<file path="src/rtl/ospfb_pkg.sv">
// Shared types for the OSPFB FFT control path.
package ospfb_pkg;

    localparam int STATE_W = 3;

    typedef enum logic [STATE_W-1:0] {
        ST_IDLE    = 3'd0,
        ST_CONFIG  = 3'd1,
        ST_WAIT    = 3'd2,
        ST_RUN     = 3'd3,
        ST_RECOVER = 3'd4
    } state_t;

endpackage

</file>
<file path="src/rtl/axis.sv">
// Minimal AXI-Stream channel (no tlast/tkeep) for the FFT config port.
interface axis #(
    parameter int W = 8
) ();
    logic [W-1:0] tdata;
    logic         tvalid;
    logic         tready;

    modport MST (output tdata, output tvalid, input tready);
    modport SLV (input tdata, input tvalid, output tready);
endinterface

</file>
<file path="src/rtl/ospfb_fft_ctrl_sat_counter.sv">
// Saturating event counter with synchronous clear.
module sat_counter #(
    parameter int W = 16
) (
    input  logic         clk,
    input  logic         rst,
    input  logic         clr,
    input  logic         inc,
    output logic [W-1:0] count
);

    always_ff @(posedge clk) begin
        if (rst || clr) begin
            count <= '0;
        end else if (inc && (count != {W{1'b1}})) begin
            count <= count + 1'b1;
        end
    end

endmodule

</file>
<file path="src/rtl/ospfb_fft_ctrl.sv">
// Sequences FFT core configuration, OSPFB enable and error recovery.
module ospfb_fft_ctrl
    import ospfb_pkg::*;
#(
    parameter int                      FFT_CONF_WID = 8,
    parameter logic [FFT_CONF_WID-1:0] DEFAULT_CONF = 8'h01,
    parameter int                      WAIT_TIMEOUT = 4096,
    parameter int                      FLUSH_CYCLES = 64
) (
    input  logic                    clk,
    input  logic                    rst,
    input  logic                    start,
    input  logic                    stop,
    input  logic [FFT_CONF_WID-1:0] conf_word,
    input  logic                    conf_update,
    input  logic                    event_frame_started,
    input  logic                    event_tlast_unexpected,
    input  logic                    event_tlast_missing,
    input  logic                    event_fft_overflow,
    input  logic                    event_data_in_channel_halt,
    axis.MST                        m_axis_config,
    output logic                    ospfb_en,
    output logic [STATE_W-1:0]      state,
    output logic [31:0]             frame_count,
    output logic [15:0]             overflow_count,
    output logic [15:0]             halt_count,
    output logic                    sync_err,
    output logic                    timeout_err
);

    state_t                  cur_state;
    state_t                  nxt_state;
    logic [31:0]             tmr;
    logic [FFT_CONF_WID-1:0] shadow;
    logic [FFT_CONF_WID-1:0] tdata_r;
    logic                    en_nx;
    logic                    set_sync;
    logic                    set_tmo;
    logic                    clr;
    logic                    active;
    logic                    xfer;
    logic                    cfg_entry;

    assign active = (cur_state == ST_WAIT) || (cur_state == ST_RUN);
    assign clr    = (cur_state == ST_IDLE) && start;
    assign xfer   = m_axis_config.tvalid && m_axis_config.tready;
    assign cfg_entry = (nxt_state == ST_CONFIG) && (cur_state != ST_CONFIG);

    assign m_axis_config.tvalid = (cur_state == ST_CONFIG);
    assign m_axis_config.tdata  = tdata_r;
    assign state                = cur_state;

    always_comb begin
        nxt_state = cur_state;
        set_sync  = 1'b0;
        set_tmo   = 1'b0;
        unique case (cur_state)
            ST_IDLE: begin
                if (start) nxt_state = ST_CONFIG;
            end
            ST_CONFIG: begin
                if (stop)      nxt_state = ST_IDLE;
                else if (xfer) nxt_state = ST_WAIT;
            end
            ST_WAIT: begin
                if (stop) begin
                    nxt_state = ST_IDLE;
                end else if (event_frame_started) begin
                    nxt_state = ST_RUN;
                end else if (tmr == 32'(WAIT_TIMEOUT - 1)) begin
                    nxt_state = ST_RECOVER;
                    set_tmo   = 1'b1;
                end
            end
            ST_RUN: begin
                if (stop) begin
                    nxt_state = ST_IDLE;
                end else if (event_tlast_unexpected || event_tlast_missing) begin
                    nxt_state = ST_RECOVER;
                    set_sync  = 1'b1;
                end else if (conf_update) begin
                    nxt_state = ST_CONFIG;
                end
            end
            ST_RECOVER: begin
                if (stop) begin
                    nxt_state = ST_IDLE;
                end else if (tmr == 32'(FLUSH_CYCLES - 1)) begin
                    nxt_state = ST_CONFIG;
                end
            end
            default: nxt_state = ST_IDLE;
        endcase
    end

    // CONFIG keeps whatever enable the previous state left behind
    always_comb begin
        en_nx = 1'b0;
        unique case (nxt_state)
            ST_WAIT, ST_RUN: en_nx = 1'b1;
            ST_CONFIG:       en_nx = ospfb_en;
            default:         en_nx = 1'b0;
        endcase
    end

    always_ff @(posedge clk) begin
        if (rst) begin
            cur_state   <= ST_IDLE;
            tmr         <= '0;
            shadow      <= DEFAULT_CONF;
            tdata_r     <= DEFAULT_CONF;
            ospfb_en    <= 1'b0;
            frame_count <= '0;
            sync_err    <= 1'b0;
            timeout_err <= 1'b0;
        end else begin
            cur_state <= nxt_state;
            tmr       <= (nxt_state != cur_state) ? '0 : tmr + 1'b1;
            ospfb_en  <= en_nx;
            if (conf_update) shadow <= conf_word;
            // a same-cycle update must win over the stale shadow
            if (cfg_entry) tdata_r <= conf_update ? conf_word : shadow;
            if (clr) begin
                frame_count <= '0;
                sync_err    <= 1'b0;
                timeout_err <= 1'b0;
            end else begin
                if (active && event_frame_started) begin
                    frame_count <= frame_count + 1'b1;
                end
                if (set_sync) sync_err <= 1'b1;
                if (set_tmo)  timeout_err <= 1'b1;
            end
        end
    end

    sat_counter #(.W(16)) u_ovf_cnt (
        .clk   (clk),
        .rst   (rst),
        .clr   (clr),
        .inc   (active && event_fft_overflow),
        .count (overflow_count)
    );

    sat_counter #(.W(16)) u_halt_cnt (
        .clk   (clk),
        .rst   (rst),
        .clr   (clr),
        .inc   (active && event_data_in_channel_halt),
        .count (halt_count)
    );

endmodule

</file>
<file path="src/flat_wrapper.sv">
// flat-port wrapper written by rule: the top's interface ports become plain ports
module ospfb_fft_ctrl_flat import ospfb_pkg::*;
#(
    parameter int                      FFT_CONF_WID = 8,
    parameter logic [FFT_CONF_WID-1:0] DEFAULT_CONF = 8'h01,
    parameter int                      WAIT_TIMEOUT = 4096,
    parameter int                      FLUSH_CYCLES = 64
)
  (clk, rst, start, stop, conf_word, conf_update, event_frame_started, event_tlast_unexpected, event_tlast_missing, event_fft_overflow, event_data_in_channel_halt, ospfb_en, state, frame_count, overflow_count, halt_count, sync_err, timeout_err, m_axis_config_tdata, m_axis_config_tvalid, m_axis_config_tready);
  axis #(.W(8)) m_axis_config_i ();
  input  logic clk;
  input  logic rst;
  input  logic start;
  input  logic stop;
  input  logic [FFT_CONF_WID-1:0] conf_word;
  input  logic conf_update;
  input  logic event_frame_started;
  input  logic event_tlast_unexpected;
  input  logic event_tlast_missing;
  input  logic event_fft_overflow;
  input  logic event_data_in_channel_halt;
  output logic ospfb_en;
  output logic [STATE_W-1:0] state;
  output logic [31:0] frame_count;
  output logic [15:0] overflow_count;
  output logic [15:0] halt_count;
  output logic sync_err;
  output logic timeout_err;
  output wire logic [$bits(m_axis_config_i.tdata)-1:0] m_axis_config_tdata;
  output wire logic [$bits(m_axis_config_i.tvalid)-1:0] m_axis_config_tvalid;
  input wire logic [$bits(m_axis_config_i.tready)-1:0] m_axis_config_tready;
  assign m_axis_config_tdata = m_axis_config_i.tdata;
  assign m_axis_config_tvalid = m_axis_config_i.tvalid;
  assign m_axis_config_i.tready = m_axis_config_tready;
  ospfb_fft_ctrl #(.FFT_CONF_WID(FFT_CONF_WID), .DEFAULT_CONF(DEFAULT_CONF), .WAIT_TIMEOUT(WAIT_TIMEOUT), .FLUSH_CYCLES(FLUSH_CYCLES)) u_core (.clk(clk), .rst(rst), .start(start), .stop(stop), .conf_word(conf_word), .conf_update(conf_update), .event_frame_started(event_frame_started), .event_tlast_unexpected(event_tlast_unexpected), .event_tlast_missing(event_tlast_missing), .event_fft_overflow(event_fft_overflow), .event_data_in_channel_halt(event_data_in_channel_halt), .m_axis_config(m_axis_config_i), .ospfb_en(ospfb_en), .state(state), .frame_count(frame_count), .overflow_count(overflow_count), .halt_count(halt_count), .sync_err(sync_err), .timeout_err(timeout_err));
endmodule
</file>
<file path="config.mk">
export PLATFORM = sky130hd
export DESIGN_NAME = ospfb_fft_ctrl_flat
export DESIGN_NICKNAME = d
export VERILOG_FILES = /design/src/rtl/ospfb_pkg.sv /design/src/rtl/axis.sv /design/src/rtl/ospfb_fft_ctrl_sat_counter.sv /design/src/rtl/ospfb_fft_ctrl.sv /design/src/flat_wrapper.sv
export SDC_FILE = /design/constraint.sdc
export NUM_CORES = 1
export LEC_CHECK = 0
export CAP_MARGIN = 20
export CELL_PAD_IN_SITES_DETAIL_PLACEMENT = 2
export CELL_PAD_IN_SITES_GLOBAL_PLACEMENT = 2
export CORE_MARGIN = 8
export CORE_UTILIZATION = 31
export CTS_CLUSTER_SIZE = 30
export DETAILED_ROUTE_END_ITERATION = 6
export PLACE_DENSITY_LB_ADDON = 0.1
export SYNTH_ARGS = -nofsm -noshare
export SYNTH_HDL_FRONTEND = slang
export SYNTH_SLANG_ARGS = --single-unit
</file>
<file path="constraint.sdc">
create_clock -name clk -period 3.3 [get_ports clk]
set_input_delay 0.495 -clock clk [delete_from_list [all_inputs] [get_ports clk]]
set_output_delay 0.495 -clock clk [all_outputs]
set_load 0.01 [all_outputs]
</file>
==> impl_metrics.tcl <==
set metrics [dict create \
    critical-path-max-stage-delay_ps 580 \
    synth_top_cell_by_area "dfxtp_1" \
    design.core.area_sq_um 16400 \
    drtIter0Drc 96 \
    vias 4638 \
    whs_ps 489 \
    synth_edf_count 0 \
    period_needed_ps 2800 \
    syn_to_final_growth_pct 36.2 \
    start_kind "flip-flop" \
    min_path_type "reg -> reg" \
    seq_power_share_pct 41.5 \
    async_flop_share_pct 0 \
    start_util_pct 31.5 \
    crit_family "simple AND/OR/NAND/NOR gates" \
    postCtsHoldBufs 0 \
    synth_cell_types 42 \
    wl_per_cell_um 17.3 \
    wl_mm 16.1 \
    ant_nets 0 \
    syn_area_sq_um 5160 \
    grt.total_usage_pct 15.7 \
    arrival_ps 3110 \
    synth_commonest_cells "nor2_1 (130), dfxtp_1 (118), xor2_1 (63)" \
    yosysSeqAreaShare_pct 45.8 \
    power_density_nw_per_um2 498 \
    endpoint_kind "flip-flop" \
    period_share_pct 84.9 \
    crit_chain "or4_1 > nor2_1 > nand4_1 > o41a_1 > nor3_4 > mux2_2" \
    cp_slowest_cell "o41a_1" \
    critPathBufInv 0 \
    fin_worst_skew_ps 8.77 \
    dieArea_sq_um 21000 \
    die_x_um 145 \
    drive_gt1_share_pct 8.02 \
    netSwitchingPower_w 0.000805 \
    rsz0062_at_grt "no" \
    clockRootBuffer "clkbuf_16" \
    criticalPathCategory "reg -> reg" \
    timing.final.ws_setup_ps 500 \
    fin_tns_setup_ps 0 \
    drc 0 \
    io_buffers 97 \
    ir_worst_vdd_uv 376 \
    insertion_delay_ps 430 \
    ys_seq_elements 118 \
    cts_buffer_depth 2 \
    synthTopCellsByArea "dfxtp_1 (46%), xor2_1 (11%), nor2_1 (9.5%)" \
    maxCapViolCount 0 \
    num_antenna_cells 0 \
    status "complete, no violations" \
    synth_most_common_cell "nor2_1" \
    setup_viol 0 \
    yosys_most_used_dff "dfxtp_1" \
    leakage_nw 2.47 \
    clock-sinks 118 \
    num_rows 47 \
    maxSlewHeadroom_pct 45.8 \
    yosysWarnings 0 \
    worstPathRequired_ps 3610 \
    htreeDepth 4 \
    worst_pin_slew_ps 805 \
    grt-ovfl-total 0 \
    antenna_found_initial 0 \
    post-route-util_pct 42.9 \
    place_ws_ps 477 \
    cts_tree "built" \
    slew_viol_final 0 \
    grt_pass1_vias 5224 \
    nNetsFinal 721 \
    synth.avg_cell_area_sq_um 8.75 \
    drtPass1Iterations 4 \
    ios 98 \
    fp.dieH_um 145 \
    finalHoldViolations 0 \
    post_cts_resized 0 \
    power_frac_clock_pct 54.2 \
    synth_nets 613 \
    p_int_w 0.00270 \
    grt_pass1_wl_mm 26.9 \
    syn_inst 590 \
    avgViaCountPerCell 4.98 \
    switching_share_pct 23.0 \
    grt_max_degree 67 \
    fmax_mhz 357 \
    cts_made_buffers 17 \
    path_max_fanout 8 \
    cts_setup_buffers 0 \
    gp_congestion 0.750 \
    pwr-share-comb_pct 4.3 \
    dp.final_hpwl_mm 11.6 \
    path_clk_slew_ps 60 \
    synth_top_area_share_pct 45.8 \
]
cells by family after synthesis:
group / synth area share, %
fa+ha+maj: 0.970
compound gates: 3.71
mux: 3.47
flops: 45.8
simple gates: 29.4
buf+inv: 1.96
xor+xnor: 14.8
flip-flops by register name (all words and copies together) (netlist names):
register	count
u_core.state	3
u_core.u_ovf_cnt.count	16
u_core.u_halt_cnt.count	16
u_core.shadow	8
u_core.tmr	32
u_core.sync_err	1
u_core.frame_count	32
u_core.m_axis_config.tdata	8
u_core.ospfb_en	1
u_core.timeout_err	1
final cells by class:
type                            count  area [sq um]
Timing Repair Buffer              106          1050
Clock inverter                     15           179
Inverter                            9          33.8
Fill cell                        1765          9370
Tap cell                          220           275
Clock buffer                       17           425
Sequential cell                   118          2360
Multi-Input combinational cell    446          2710
cell usage in the layout (no fill, tap or decap), types with 7 or more instances in the layout:
cell / instances
nor2_1: 130
dfxtp_1: 118
clkdlybuf4s50_1: 97
xor2_1: 63
nand3_1: 36
nand2_1: 35
nand4_1: 28
xnor2_1: 24
and3_1: 18
nor3_1: 17
clkbuf_16: 17
nor2b_1: 10
a21oi_1: 10
mux2i_1: 10
inv_1: 9
and4_1: 8
buf_4: 8
mux2_2: 7
worst paths after layout:
path              cells past startpoint            start                       endpoint  slack [ps]
hold / removal                        2  u_core.ospfb_en                u_core.ospfb_en         490
setup reg to reg                      6   u_core.tmr[18]  u_core.m_axis_config.tdata[4]         500
hold reg to reg                       2  u_core.ospfb_en                u_core.ospfb_en         490
setup / recovery                      6   u_core.tmr[18]  u_core.m_axis_config.tdata[4]         500
power by group through the flow:
| stage | sequential, W | clock, W | combinational (W) |
|---|---|---|---|
| final | 0.00145 | 0.00190 | 0.000152 |
| after global routing | 0.00146 | 0.00201 | 0.000168 |
| after CTS | 0.00145 | 0.00195 | 0.000157 |
| after detailed placement | 0.00148 | 0 | 0.000155 |
| after global placement | 0.00148 | 0 | 0.000151 |
| after floorplan | 0.00148 | 0 | 0.0000781 |
per-stage QoR:
step,cells,total power [W],area (sq um)
after detailed placement,899,0.00164,6430
final,931,0.00351,7030
after CTS,931,0.00356,7030
after floorplan,590,0.00156,5160
after global routing,931,0.00364,7030
after global placement,899,0.00164,6430
tightest hold or removal path, delay by kind of cell (launching register included):
| family | cells | cell delay, ps |
|---|---|---|
| flip-flops | 1 | 320 |
| AND/OR/NAND/NOR | 1 | 70 |
| AO/OA/AOI/OAI | 1 | 60 |
layer usage:
metal | vias to the layer above | GRT usage [%] | share of wire, %
li1 | 2234 | - | -
met1 | 2321 | 16.9 | 43
met2 | 66 | 28.8 | 52
met3 | 17 | 3.89 | 3.6
met4 | 0 | 6.15 | 1.6
met5 | - | 0 | 0
Note: power is estimated with default switching activity, not from simulation.
